### src/rtl/id_ex_operand_stage_if.sv
`default_nettype none
// ============================================================================
//  Module   : id_ex_operand_stage_if
//  Brief    : Decode-to-operand-stage request bundle. Decode drives the
//             instruction fields and ID_valid; the operand stage answers with
//             ID_ready.
//  Revision : 1.0  initial release
// ============================================================================
interface id_ex_operand_stage_if #(
    parameter int XLEN = 32
);
    logic            ID_valid;
    logic            ID_ready;
    logic [4:0]      ID_Rs1;
    logic [4:0]      ID_Rs2;
    logic [4:0]      ID_Rd;
    logic            ID_RegWrite;
    logic            ID_MemRead;
    logic [XLEN-1:0] ID_Imm;

    // Decode side: offers an instruction, observes acceptance
    modport master (
        output ID_valid, ID_Rs1, ID_Rs2, ID_Rd, ID_RegWrite, ID_MemRead, ID_Imm,
        input  ID_ready
    );

    // Operand stage side: consumes the instruction, reports acceptance
    modport slave (
        input  ID_valid, ID_Rs1, ID_Rs2, ID_Rd, ID_RegWrite, ID_MemRead, ID_Imm,
        output ID_ready
    );
endinterface
`default_nettype wire

### src/rtl/id_ex_operand_stage.sv
`default_nettype none
// ============================================================================
//  Module   : id_ex_operand_stage
//  Brief    : ID->EX pipeline register. Resolves source operands with MEM/WB
//             forwarding, detects load-use hazards against EX and MEM,
//             inserts bubbles, and counts load-use stall cycles (saturating).
//  Revision : 1.0  initial release
// ============================================================================
module id_ex_operand_stage #(
    parameter int XLEN        = 32,
    parameter int STALL_CNT_W = 16
) (
    input  wire logic                   clk,
    input  wire logic                   rst_n,

    id_ex_operand_stage_if.slave        id,

    input  wire logic [XLEN-1:0]        Read_data1,
    input  wire logic [XLEN-1:0]        Read_data2,

    input  wire logic [4:0]             MEM_Rd,
    input  wire logic                   MEM_RegWrite,
    input  wire logic                   MEM_MemRead,
    input  wire logic [XLEN-1:0]        MEM_Result,

    input  wire logic [4:0]             WB_Rd,
    input  wire logic                   WB_RegWrite,
    input  wire logic [XLEN-1:0]        WB_Result,

    input  wire logic                   Flush,
    input  wire logic                   EX_ready,

    output logic                        EX_valid,
    output logic [XLEN-1:0]             EX_Op1,
    output logic [XLEN-1:0]             EX_Op2,
    output logic [4:0]                  EX_Rd,
    output logic                        EX_RegWrite,
    output logic                        EX_MemRead,
    output logic [XLEN-1:0]             EX_Imm,

    output logic                        Load_use_stall,
    output logic [STALL_CNT_W-1:0]      Stall_count
);

    localparam logic [4:0]             c_REG_ZERO = 5'd0;
    localparam logic [STALL_CNT_W-1:0] c_CNT_MAX  = {STALL_CNT_W{1'b1}};
    localparam logic [STALL_CNT_W-1:0] c_CNT_ONE  = {{(STALL_CNT_W-1){1'b0}}, 1'b1};

    // ------------------------------------------------------------------------
    // EX-stage state
    // ------------------------------------------------------------------------
    logic                   ex_valid_q,    ex_valid_d;
    logic [XLEN-1:0]        ex_op1_q,      ex_op1_d;
    logic [XLEN-1:0]        ex_op2_q,      ex_op2_d;
    logic [4:0]             ex_rd_q,       ex_rd_d;
    logic                   ex_regwrite_q, ex_regwrite_d;
    logic                   ex_memread_q,  ex_memread_d;
    logic [XLEN-1:0]        ex_imm_q,      ex_imm_d;
    logic [STALL_CNT_W-1:0] stall_count_q, stall_count_d;

    logic [XLEN-1:0]        w_op1;
    logic [XLEN-1:0]        w_op2;
    logic                   w_haz1;
    logic                   w_haz2;
    logic                   w_load_use_stall;
    logic                   w_ex_free;
    logic                   w_id_ready;
    logic                   w_transfer;

    // Forwarding mux: x0 is hard zero, then the younger MEM result (only if it
    // is not a load, whose data is not available yet), then WB, then regfile.
    // WB must be forwarded because the regfile write happens on the same cycle.
    function automatic logic [XLEN-1:0] resolve_operand(
        input logic [4:0]      rs,
        input logic [XLEN-1:0] rf_data,
        input logic [4:0]      mem_rd,
        input logic            mem_regwrite,
        input logic            mem_memread,
        input logic [XLEN-1:0] mem_result,
        input logic [4:0]      wb_rd,
        input logic            wb_regwrite,
        input logic [XLEN-1:0] wb_result
    );
        logic [XLEN-1:0] val;
        if (rs == c_REG_ZERO) begin
            val = '0;
        end else if (mem_regwrite && !mem_memread && (mem_rd == rs)) begin
            val = mem_result;
        end else if (wb_regwrite && (wb_rd == rs)) begin
            val = wb_result;
        end else begin
            val = rf_data;
        end
        return val;
    endfunction

    // Load-use check for one source: a load in EX or in MEM targeting rs.
    function automatic logic load_use_hit(
        input logic [4:0] rs,
        input logic       ex_valid,
        input logic       ex_memread,
        input logic [4:0] ex_rd,
        input logic [4:0] mem_rd,
        input logic       mem_regwrite,
        input logic       mem_memread
    );
        logic hit;
        hit = 1'b0;
        if (rs != c_REG_ZERO) begin
            hit = (ex_valid && ex_memread && (ex_rd == rs)) ||
                  (mem_memread && mem_regwrite && (mem_rd == rs));
        end
        return hit;
    endfunction

    // Operand resolution and hazard/handshake decisions for the decode slot
    always_comb begin
        w_op1 = resolve_operand(id.ID_Rs1, Read_data1, MEM_Rd, MEM_RegWrite,
                                MEM_MemRead, MEM_Result, WB_Rd, WB_RegWrite, WB_Result);
        w_op2 = resolve_operand(id.ID_Rs2, Read_data2, MEM_Rd, MEM_RegWrite,
                                MEM_MemRead, MEM_Result, WB_Rd, WB_RegWrite, WB_Result);

        w_haz1 = load_use_hit(id.ID_Rs1, ex_valid_q, ex_memread_q, ex_rd_q,
                              MEM_Rd, MEM_RegWrite, MEM_MemRead);
        w_haz2 = load_use_hit(id.ID_Rs2, ex_valid_q, ex_memread_q, ex_rd_q,
                              MEM_Rd, MEM_RegWrite, MEM_MemRead);

        // A flush overrides the hazard: the dependent instruction is killed
        // upstream anyway, so no bubble is requested or counted.
        w_load_use_stall = id.ID_valid && (w_haz1 || w_haz2) && !Flush;

        // EX slot can take a new entry when empty or being drained this cycle
        w_ex_free  = !ex_valid_q || EX_ready;
        w_id_ready = w_ex_free && !w_load_use_stall && !Flush;
        w_transfer = id.ID_valid && w_id_ready;
    end

    // Next-state for the EX register: flush, then capture, then drain, else hold
    always_comb begin
        ex_valid_d    = ex_valid_q;
        ex_op1_d      = ex_op1_q;
        ex_op2_d      = ex_op2_q;
        ex_rd_d       = ex_rd_q;
        ex_regwrite_d = ex_regwrite_q;
        ex_memread_d  = ex_memread_q;
        ex_imm_d      = ex_imm_q;

        if (Flush) begin
            ex_valid_d = 1'b0;
        end else if (w_transfer) begin
            ex_valid_d    = 1'b1;
            ex_op1_d      = w_op1;
            ex_op2_d      = w_op2;
            ex_rd_d       = id.ID_Rd;
            ex_regwrite_d = id.ID_RegWrite;
            ex_memread_d  = id.ID_MemRead;
            ex_imm_d      = id.ID_Imm;
        end else if (w_ex_free) begin
            ex_valid_d = 1'b0;
        end
    end

    // Stall counter counts only bubbles actually inserted (not backpressure)
    always_comb begin
        stall_count_d = stall_count_q;
        if (w_load_use_stall && w_ex_free && (stall_count_q != c_CNT_MAX)) begin
            stall_count_d = stall_count_q + c_CNT_ONE;
        end
    end

    // EX-stage register and stall counter, cleared asynchronously
    always_ff @(posedge clk or negedge rst_n) begin
        if (!rst_n) begin
            ex_valid_q    <= 1'b0;
            ex_op1_q      <= '0;
            ex_op2_q      <= '0;
            ex_rd_q       <= '0;
            ex_regwrite_q <= 1'b0;
            ex_memread_q  <= 1'b0;
            ex_imm_q      <= '0;
            stall_count_q <= '0;
        end else begin
            ex_valid_q    <= ex_valid_d;
            ex_op1_q      <= ex_op1_d;
            ex_op2_q      <= ex_op2_d;
            ex_rd_q       <= ex_rd_d;
            ex_regwrite_q <= ex_regwrite_d;
            ex_memread_q  <= ex_memread_d;
            ex_imm_q      <= ex_imm_d;
            stall_count_q <= stall_count_d;
        end
    end

    assign id.ID_ready      = w_id_ready;
    assign Load_use_stall   = w_load_use_stall;
    assign EX_valid         = ex_valid_q;
    assign EX_Op1           = ex_op1_q;
    assign EX_Op2           = ex_op2_q;
    assign EX_Rd            = ex_rd_q;
    assign EX_RegWrite      = ex_regwrite_q;
    assign EX_MemRead       = ex_memread_q;
    assign EX_Imm           = ex_imm_q;
    assign Stall_count      = stall_count_q;

endmodule
`default_nettype wire

### src/flat_wrapper.sv
// flat-port wrapper written by rule: the top's interface ports become plain ports
module id_ex_operand_stage_flat 
#(
    parameter int XLEN        = 32,
    parameter int STALL_CNT_W = 16
)
  (clk, rst_n, Read_data1, Read_data2, MEM_Rd, MEM_RegWrite, MEM_MemRead, MEM_Result, WB_Rd, WB_RegWrite, WB_Result, Flush, EX_ready, EX_valid, EX_Op1, EX_Op2, EX_Rd, EX_RegWrite, EX_MemRead, EX_Imm, Load_use_stall, Stall_count, id_ID_valid, id_ID_Rs1, id_ID_Rs2, id_ID_Rd, id_ID_RegWrite, id_ID_MemRead, id_ID_Imm, id_ID_ready);
  id_ex_operand_stage_if #(.XLEN(XLEN)) id_i ();
  input  wire logic clk;
  input  wire logic rst_n;
  input  wire logic [XLEN-1:0] Read_data1;
  input  wire logic [XLEN-1:0] Read_data2;
  input  wire logic [4:0] MEM_Rd;
  input  wire logic MEM_RegWrite;
  input  wire logic MEM_MemRead;
  input  wire logic [XLEN-1:0] MEM_Result;
  input  wire logic [4:0] WB_Rd;
  input  wire logic WB_RegWrite;
  input  wire logic [XLEN-1:0] WB_Result;
  input  wire logic Flush;
  input  wire logic EX_ready;
  output logic EX_valid;
  output logic [XLEN-1:0] EX_Op1;
  output logic [XLEN-1:0] EX_Op2;
  output logic [4:0] EX_Rd;
  output logic EX_RegWrite;
  output logic EX_MemRead;
  output logic [XLEN-1:0] EX_Imm;
  output logic Load_use_stall;
  output logic [STALL_CNT_W-1:0] Stall_count;
  input wire logic [$bits(id_i.ID_valid)-1:0] id_ID_valid;
  input wire logic [$bits(id_i.ID_Rs1)-1:0] id_ID_Rs1;
  input wire logic [$bits(id_i.ID_Rs2)-1:0] id_ID_Rs2;
  input wire logic [$bits(id_i.ID_Rd)-1:0] id_ID_Rd;
  input wire logic [$bits(id_i.ID_RegWrite)-1:0] id_ID_RegWrite;
  input wire logic [$bits(id_i.ID_MemRead)-1:0] id_ID_MemRead;
  input wire logic [$bits(id_i.ID_Imm)-1:0] id_ID_Imm;
  output wire logic [$bits(id_i.ID_ready)-1:0] id_ID_ready;
  assign id_i.ID_valid = id_ID_valid;
  assign id_i.ID_Rs1 = id_ID_Rs1;
  assign id_i.ID_Rs2 = id_ID_Rs2;
  assign id_i.ID_Rd = id_ID_Rd;
  assign id_i.ID_RegWrite = id_ID_RegWrite;
  assign id_i.ID_MemRead = id_ID_MemRead;
  assign id_i.ID_Imm = id_ID_Imm;
  assign id_ID_ready = id_i.ID_ready;
  id_ex_operand_stage #(.XLEN(XLEN), .STALL_CNT_W(STALL_CNT_W)) u_core (.clk(clk), .rst_n(rst_n), .id(id_i), .Read_data1(Read_data1), .Read_data2(Read_data2), .MEM_Rd(MEM_Rd), .MEM_RegWrite(MEM_RegWrite), .MEM_MemRead(MEM_MemRead), .MEM_Result(MEM_Result), .WB_Rd(WB_Rd), .WB_RegWrite(WB_RegWrite), .WB_Result(WB_Result), .Flush(Flush), .EX_ready(EX_ready), .EX_valid(EX_valid), .EX_Op1(EX_Op1), .EX_Op2(EX_Op2), .EX_Rd(EX_Rd), .EX_RegWrite(EX_RegWrite), .EX_MemRead(EX_MemRead), .EX_Imm(EX_Imm), .Load_use_stall(Load_use_stall), .Stall_count(Stall_count));
endmodule
### config.mk
export PLATFORM = sky130hd
export DESIGN_NAME = id_ex_operand_stage_flat
export DESIGN_NICKNAME = d
export VERILOG_FILES = /design/src/rtl/id_ex_operand_stage_if.sv /design/src/rtl/id_ex_operand_stage.sv /design/src/flat_wrapper.sv
export SDC_FILE = /design/constraint.sdc
export NUM_CORES = 1
export LEC_CHECK = 0
export BUFFER_PORTS_ARGS = -buffer_cell sky130_fd_sc_hd__buf_2
export CAP_MARGIN = 20
export CORE_AREA = 2 2 124 126
export CTS_CLUSTER_SIZE = 14
export DETAILED_ROUTE_END_ITERATION = 7
export DIE_AREA = 0 0 126 128
export MAX_ROUTING_LAYER = met4
export PLACE_DENSITY = 0.74
export SETUP_SLACK_MARGIN = 0.1
export SLEW_MARGIN = 15
export SYNTH_ARGS = -nofsm -noshare
export SYNTH_HDL_FRONTEND = slang
export SYNTH_SLANG_ARGS = --single-unit
### constraint.sdc
create_clock -name clk -period 4.45 [get_ports clk]
set_input_delay 0.445 -clock clk [delete_from_list [all_inputs] [get_ports clk]]
set_output_delay 0.445 -clock clk [all_outputs]
set_load 0.01 [all_outputs]
==> run summary, run 1 <==
leakage: 4.17 nW
CTS tree: yes
Initial Util: 0.437
worst-path maximum fanout: 69
Die Footprint: 16100 um2
synth top area cells: dfrtp_1 46%, mux2_1 12%, mux2i_1 9.9%, mux2_2 5.9%, a21oi_1 5.5%
Hold Crit Class: primary input to async pin
total of max-cap violations: 0
unrepaired setup endpoints after global routing: false
first-pass GRT wire length: 30200 um
worst path cell trace: xnor2_1, nand4_1, nor3_1, or2_1, a221oi_4, buf_4, mux2_2
Final Critical Period: 2.69 ns
ys async rst share: 1.00
worst r2r path cells: 7
metal3 WL: 1420 um
chip width: 126 um
startpoint types: flop
Worst path max stage delay: 0.73 ns
met1 wire length: 8360 um
Max VDD drop: 0.337 mV
die height: 128 um
maximum root-to-sink buffer count: 2
Power Density: 400 nW/um2
Reg2Reg Setup Slack: 1.76 ns
FP Rows: 45
final net count: 1079
Worst-Skew Late Latency: 0.42 ns
clock-pin transition on the worst setup and hold timing paths: 0.06 ns
FMAX: 0.372 GHz
fin area: 8800 um2
max-slew violation count: 0
most frequent cell after synthesis: dfrtp_1
post-synth top area share: 0.462
sequential area share after synthesis: 0.462
pre-CTS setup slack: 1.49 ns
Synth Cell Area: 6490 um2
layout cells sized above 1: 0.444
WP data required: 4.75 ns
initial antenna violation count: 1
DRT Pass-1 Iters: 4
outcome: finished clean
final wirelength: 19400 um
kind of critical path: flop to flop
gp weighted congestion: 0.894
CORE AREA: 14900 um2
post-CTS setup buffer count: 0
Post-CTS Resized: 0
period utilization: 0.604
syn_nets: 772
worst r2r dst: u_core.EX_Imm[18]
routed wire length per instance: 17.9 um
largest net degree at the start of global routing: 70
Antenna Nets Post-Route: 0
Final Setup Violations: 0
fin util: 0.592
Worst-Margin Slew: 1.11 ns
CTS Hold Buffers Added: 0
PnR worst setup slack: 1.76 ns
Worst path slowest cell: buf_4
synth warn: 0
drt drc: 0
grt ovf: 0
Synth Instances: 576
Initial DRC Count: 222
Root Buffer: clkbuf_16
CTS Sinks: 120
synth cell count leaders: 120 x dfrtp_1, 72 x a21oi_1, 70 x mux2_1
Met2 Wirelength: 9450 um
Final Skew: 0.0100 ns
Post-synth EDFFs: 0
Worst R2R Start: u_core.EX_Rd[0]
via count: 5769
Synth area leader: dfrtp_1
uppermost layer routed: met4
H-tree Lvls: 4
FILL cells: 1311
WHS: 0.0686 ns
Post-DP HPWL: 14000 um
worst setup path startpoint: u_core.EX_Rd[0]
Area growth, synth to finish: 35.5%
max_slew headroom: 0.263
Crit. End Element: flop
post-synthesis cell type count: 34
final setup TNS: 0 ns
dpl cell area: 8190 um2
Vias/cell: 5.32
# port buffers: 316
Total GRT Usage: 0.245
Mean Syn Cell Area: 11.3 um2
vias in the first global route: 5775
Hold Fails Final Rpt: 0
CTS Buf Count: 17
synthesized flop and latch total: 120
WP data arrival: 2.99 ns
I/O pins: 317
Most used DFF post-synth: dfrtp_1
Critical Path End: u_core.EX_Imm[18]
[placed cells by master, fill, tap and decap left out, drive strengths merged, types with 2 or more instances in the layout]
cell type / Yosys / final
nand2: 10 / 10
mux2i: 64 / 64
a211oi: 4 / 4
xnor2: 12 / 12
nand3: 6 / 6
and3: 4 / 4
bufinv: 0 / 2
nor3: 7 / 7
mux2: 104 / 104
clkinv: 0 / 5
xor2: 33 / 33
inv: 4 / 9
o21ai: 64 / 64
o211ai: 2 / 2
a21boi: 2 / 2
nor2: 8 / 8
buf: 17 / 326
clkbuf: 22 / 18
dfrtp: 120 / 120
or2: 2 / 2
nand4: 7 / 7
clkinvlp: 0 / 3
a21oi: 72 / 72
nor4: 2 / 2
[registers in the layout, indices dropped and copies added (netlist names)]
signal              count
u_core.EX_Imm          32
u_core.EX_Op1          32
u_core.EX_Op2          32
u_core.Stall_count     16
u_core.EX_Rd            5
u_core.EX_MemRead       1
u_core.EX_RegWrite      1
u_core.EX_valid         1
[where the power goes]
part	switching [W]	total [W]	internal [W]
clock	0.000548	0.00138	0.000836
sequential	0.000110	0.00139	0.00128
combinational	0.000372	0.000742	0.000370
[per-layer routing]
metal	GRT usage	vias to the layer above
li1	-	2710
met1	0.308	2786
met2	0.396	257
met3	0.0634	16
met4	0.0640	0
met5	-	-
[metrics by stage]
stage                     power (W)  instances
after floorplan             0.00176        576
after global placement      0.00213       1050
after detailed placement    0.00216       1050
after CTS                   0.00355       1082
after global routing        0.00370       1085
final                       0.00352       1085
[cells by family after synthesis]
logic type               Yosys count  share of synthesized area
AO/OA/AOI/OAI                    150                      0.123
XOR/XNOR                          45                     0.0607
adder cells (fa/ha/maj)            1                    0.00193
buffers and inverters             43                     0.0353
flip-flops                       120                      0.462
multiplexers                     168                      0.279
AND/OR/NAND/NOR                   49                     0.0378
[area by class of cell]
type                    count  area (um2)  area share
well taps                 188         235      0.0267
repair buffers            327        1670       0.189
inverters                   4        15.0     0.00171
multi-input cells         413        3290       0.373
clock buffers              17         425      0.0483
flip-flops and latches    120        3000       0.341
diodes                      1        2.50    0.000284
clock inverters            15         169      0.0192
[worst max-delay path, delay by kind of cell, from the launching register on]
kind	cells	cell delay [ns]
buffers and inverters	1	0.73
flip-flops	1	0.43
AND/OR/NAND/NOR	3	0.42
multiplexers	1	0.42
AO/OA/AOI/OAI	1	0.32
XOR/XNOR	1	0.15
[worst min path at each step]
| stage | start | end | depth (start not counted) |
|---|---|---|---|
| after floorplan | rst_n | u_core.EX_Imm[0] | 0 |
| after global placement | u_core.EX_Op1[24] | u_core.EX_Op1[24] | 1 |
| after detailed placement | u_core.EX_Imm[22] | u_core.EX_Imm[22] | 1 |
| after CTS | rst_n | u_core.Stall_count[15] | 1 |
| after global routing | rst_n | u_core.Stall_count[12] | 1 |
| final | rst_n | u_core.Stall_count[14] | 1 |
Note: power is estimated with default switching activity, not from simulation.
==> run 2: changes to the inputs <==
--- a/config.mk
+++ b/config.mk
@@ -5,14 +5,16 @@
 export SDC_FILE = /design/constraint.sdc
 export NUM_CORES = 1
 export LEC_CHECK = 0
+export ABC_AREA = 1
 export BUFFER_PORTS_ARGS = -buffer_cell sky130_fd_sc_hd__buf_2
 export CAP_MARGIN = 20
-export CORE_AREA = 2 2 124 126
+export CORE_ASPECT_RATIO = 1.4
+export CORE_MARGIN = 2
+export CORE_UTILIZATION = 45
 export CTS_CLUSTER_SIZE = 14
 export DETAILED_ROUTE_END_ITERATION = 7
-export DIE_AREA = 0 0 126 128
 export MAX_ROUTING_LAYER = met4
-export PLACE_DENSITY = 0.74
+export PLACE_DENSITY = 0.75
 export SETUP_SLACK_MARGIN = 0.1
 export SLEW_MARGIN = 15
 export SYNTH_ARGS = -nofsm -noshare
==> constraint.sdc (replaced) <==
create_clock -name clk -period 2.4 [get_ports clk]
set_input_delay 0.24 -clock clk [delete_from_list [all_inputs] [get_ports clk]]
set_output_delay 0.24 -clock clk [all_outputs]
set_load 0.01 [all_outputs]
==> run 2 against run 1 <==
  * Synthesized area increased by 23%
  * Die area up 17%
  * Sequential power increased by 81%
  * Non-clock buffer count increased by 35
  * Register-to-register slack got worse by 1.5 ns
  * Sequential share of layout area shrank 5.9 points
  * Clock power is 110% higher
  * Largest cell class unchanged
==> run summary, run 2 <==
outcome: finished clean
Final Setup Violations: 0 (unchanged)
PnR Total Power: 0.00700 W (+99%)
first-pass GRT wire length: 48800 um (+62%)
Area growth, synth to finish: 33.6%
max_slew headroom: 0.518 (+0.256)
vias in the first global route: 9521 (+65%)
Worst-Margin Slew: 0.723 ns (-0.383 ns)
Crit. End Element: primary output
die height: 161 um (+26%)
worst-path maximum fanout: 4 (-94%)
I/O pins: 317 (unchanged)
max-slew violation count: 0 (unchanged)
layout cells sized above 1: 0.275 (-0.169)
Initial DRC Count: 1062 (+380%)
Synth area leader: dfrtp_1
Synth Instances: 1244 (+120%)
syn_nets: 1440 (+87%)
synth warn: 0 (unchanged)
ys async rst share: 1.00 (unchanged)
Final Skew: 0.00950 ns (-0.000527 ns)
maximum root-to-sink buffer count: 2 (unchanged)
Hold Crit Class: primary input to flop
final setup TNS: 0 ns (unchanged)
via count: 9821 (+70%)
largest net degree at the start of global routing: 104 (+49%)
Root Buffer: clkbuf_16
grt ovf: 0 (unchanged)
Power Density: 657 nW/um2 (+64%)
kind of critical path: flop to primary output
post-synth top area share: 0.377 (-0.0855)
sequential area share after synthesis: 0.377 (-0.0855)
total of max-cap violations: 0 (unchanged)
most frequent cells in the layout: 534 x nand2_1, 314 x buf_2, 171 x nand4_1
clock-pin transition on the worst setup and hold timing paths: 0.06 ns (about the same)
DRT Pass-1 Iters: 6 (+2)
Worst path slowest cell: dfrtp_1
Worst path max stage delay: 0.40 ns (-0.33 ns)
Inst Count DP: 1738 (+66%)
CORE AREA: 17300 um2 (+17%)
final net count: 1729 (+60%)
Synth Cell Area: 7970 um2 (+23%)
synthesized flop and latch total: 120 (unchanged)
CTS tree: yes
CTS Buf Count: 17 (unchanged)
worst path cell trace: inv_2, nor2_1, nor3b_1, nand3_1, nand2_1, nand2_1, nand2_2, nand2_4, buf_16, inv_2, nor3_1, buf_2
startpoint types: flop
post-synthesis cell type count: 24 (-29%)
pre-CTS setup slack: 0.424 ns (-1.06 ns)
Post-synth EDFFs: 0 (unchanged)
most common cell after layout, fill and taps aside: nand2_1
final wirelength: 31500 um (+62%)
Worst-Skew Late Latency: 0.42 ns (about the same)
Total GRT Usage: 0.344 (+0.0993)
Die Footprint: 18800 um2 (+17%)
H-tree Lvls: 4 (unchanged)
WP data required: 2.16 ns (-2.59 ns)
routed wire length per instance: 17.6 um (-1.5%)
FMAX: 0.457 GHz
WHS: 0.0726 ns (+0.00397 ns)
unrepaired setup endpoints after global routing: false
Vias/cell: 5.49 (+3.3%)
Max VDD drop: 0.611 mV (+82%)
WP data arrival: 1.95 ns (-1.04 ns)
synth cell count leaders: 535 x nand2_1, 171 x nand4_1, 161 x nor2_1
initial antenna violation count: 6 (+5)
Final Critical Period: 2.19 ns
Finished Layout Cells: 1788 (+65%)
Antenna Nets Post-Route: 0 (unchanged)
gp weighted congestion: 0.957 (+7.0%)
most frequent cell after synthesis: nand2_1
FP Rows: 57 (+27%)
CTS Sinks: 120 (unchanged)
Most used DFF post-synth: dfrtp_1
# port buffers: 316 (unchanged)
drt drc: 0 (unchanged)
Mean Syn Cell Area: 6.40 um2 (-43%)
Post-DP HPWL: 21700 um (+56%)
chip width: 116 um (-7.6%)
Hold Fails Final Rpt: 0 (unchanged)
PnR worst setup slack: 0.210 ns (-1.55 ns)
period utilization: 0.912
synth top area cells: dfrtp_1 38%, nand2_1 25%, nand4_1 13%, nor2_1 7.6%, inv_1 3.0%
Initial Util: 0.460 (+0.0229)
leakage: 6.46 nW (+55%)
[run 2: cell families after synthesis]
logic type      count (synthesis)  synth area share
flops                         120             0.377
xor+xnor                       22            0.0242
fa+ha+maj                       1           0.00157
compound gates                 11           0.00722
simple gates                  929             0.505
buf+inv                       161            0.0853
[run 2: layer usage]
layer  vias to the layer above  wire length, um  global-route usage
met5                         -                0                   -
met4                         0             1470               0.170
met3                       104             3240              0.0874
met2                       593            15300               0.553
met1                      4521            11500               0.396
li1                       4603                -                   -
[run 2: area by class of cell]
| class | instances | area (um2) |
|---|---|---|
| Fill cell | 1705 | 6690 |
| Multi-Input combinational cell | 963 | 4360 |
| Sequential cell | 120 | 3010 |
| Timing Repair Buffer | 362 | 2070 |
| Clock buffer | 19 | 453 |
| Tap cell | 236 | 295 |
| Inverter | 69 | 259 |
| Clock inverter | 13 | 193 |
| Antenna cell | 6 | 15.0 |
[run 2: power breakdown]
| part | internal [W] | leakage [nW] | total, W | switching, W |
|---|---|---|---|---|
| combinational | 0.000633 | 4.64 | 0.00166 | 0.00103 |
| clock | 0.00181 | 0.311 | 0.00283 | 0.00102 |
| sequential | 0.00232 | 1.51 | 0.00251 | 0.000191 |
| total | 0.00476 | 6.46 | 0.00700 | 0.00224 |
[run 2: critical path: cells and delay by family (launching register included)]
kind          cells  cell delay, ns
flops             1            0.40
simple gates      8            0.71
buf+inv           4            0.42
[run 2: path summary, 6_finish.rpt]
path / start / end / slack [ns] / cells past startpoint
setup / recovery: u_core.EX_Rd[0] / id_ID_ready / 0.21 / 12
hold / removal: id_ID_Imm[12] / u_core.EX_Imm[12] / 0.07 / 3
setup reg to reg: u_core.EX_Rd[0] / u_core.EX_RegWrite / 0.28 / 13
hold reg to reg: u_core.EX_Imm[11] / u_core.EX_Imm[11] / 0.47 / 2
max in group asynchronous: rst_n / u_core.EX_Op1[23] / 1.66 / 3
min in group asynchronous: rst_n / u_core.EX_Imm[21] / 0.36 / 3
[run 2: repair_timing]
item / 4_1_cts / 5_1_grt
hold endpoints to repair: 120 / 0
setup buffers: 2 / 7
endpoints found under the setup margin: 2 / 2
cloned: 2 / 0
pin swaps: 2 / 9
gates resized for setup: 2 / 10
hold buffers: 1 / 0
[run 2: stage by stage]
step	utilization	cell area [um2]
floorplan	-	7970
global placement	0.566	9810
detailed placement	0.566	9810
CTS	0.609	10600
global route	0.614	10600
finish	0.614	10600
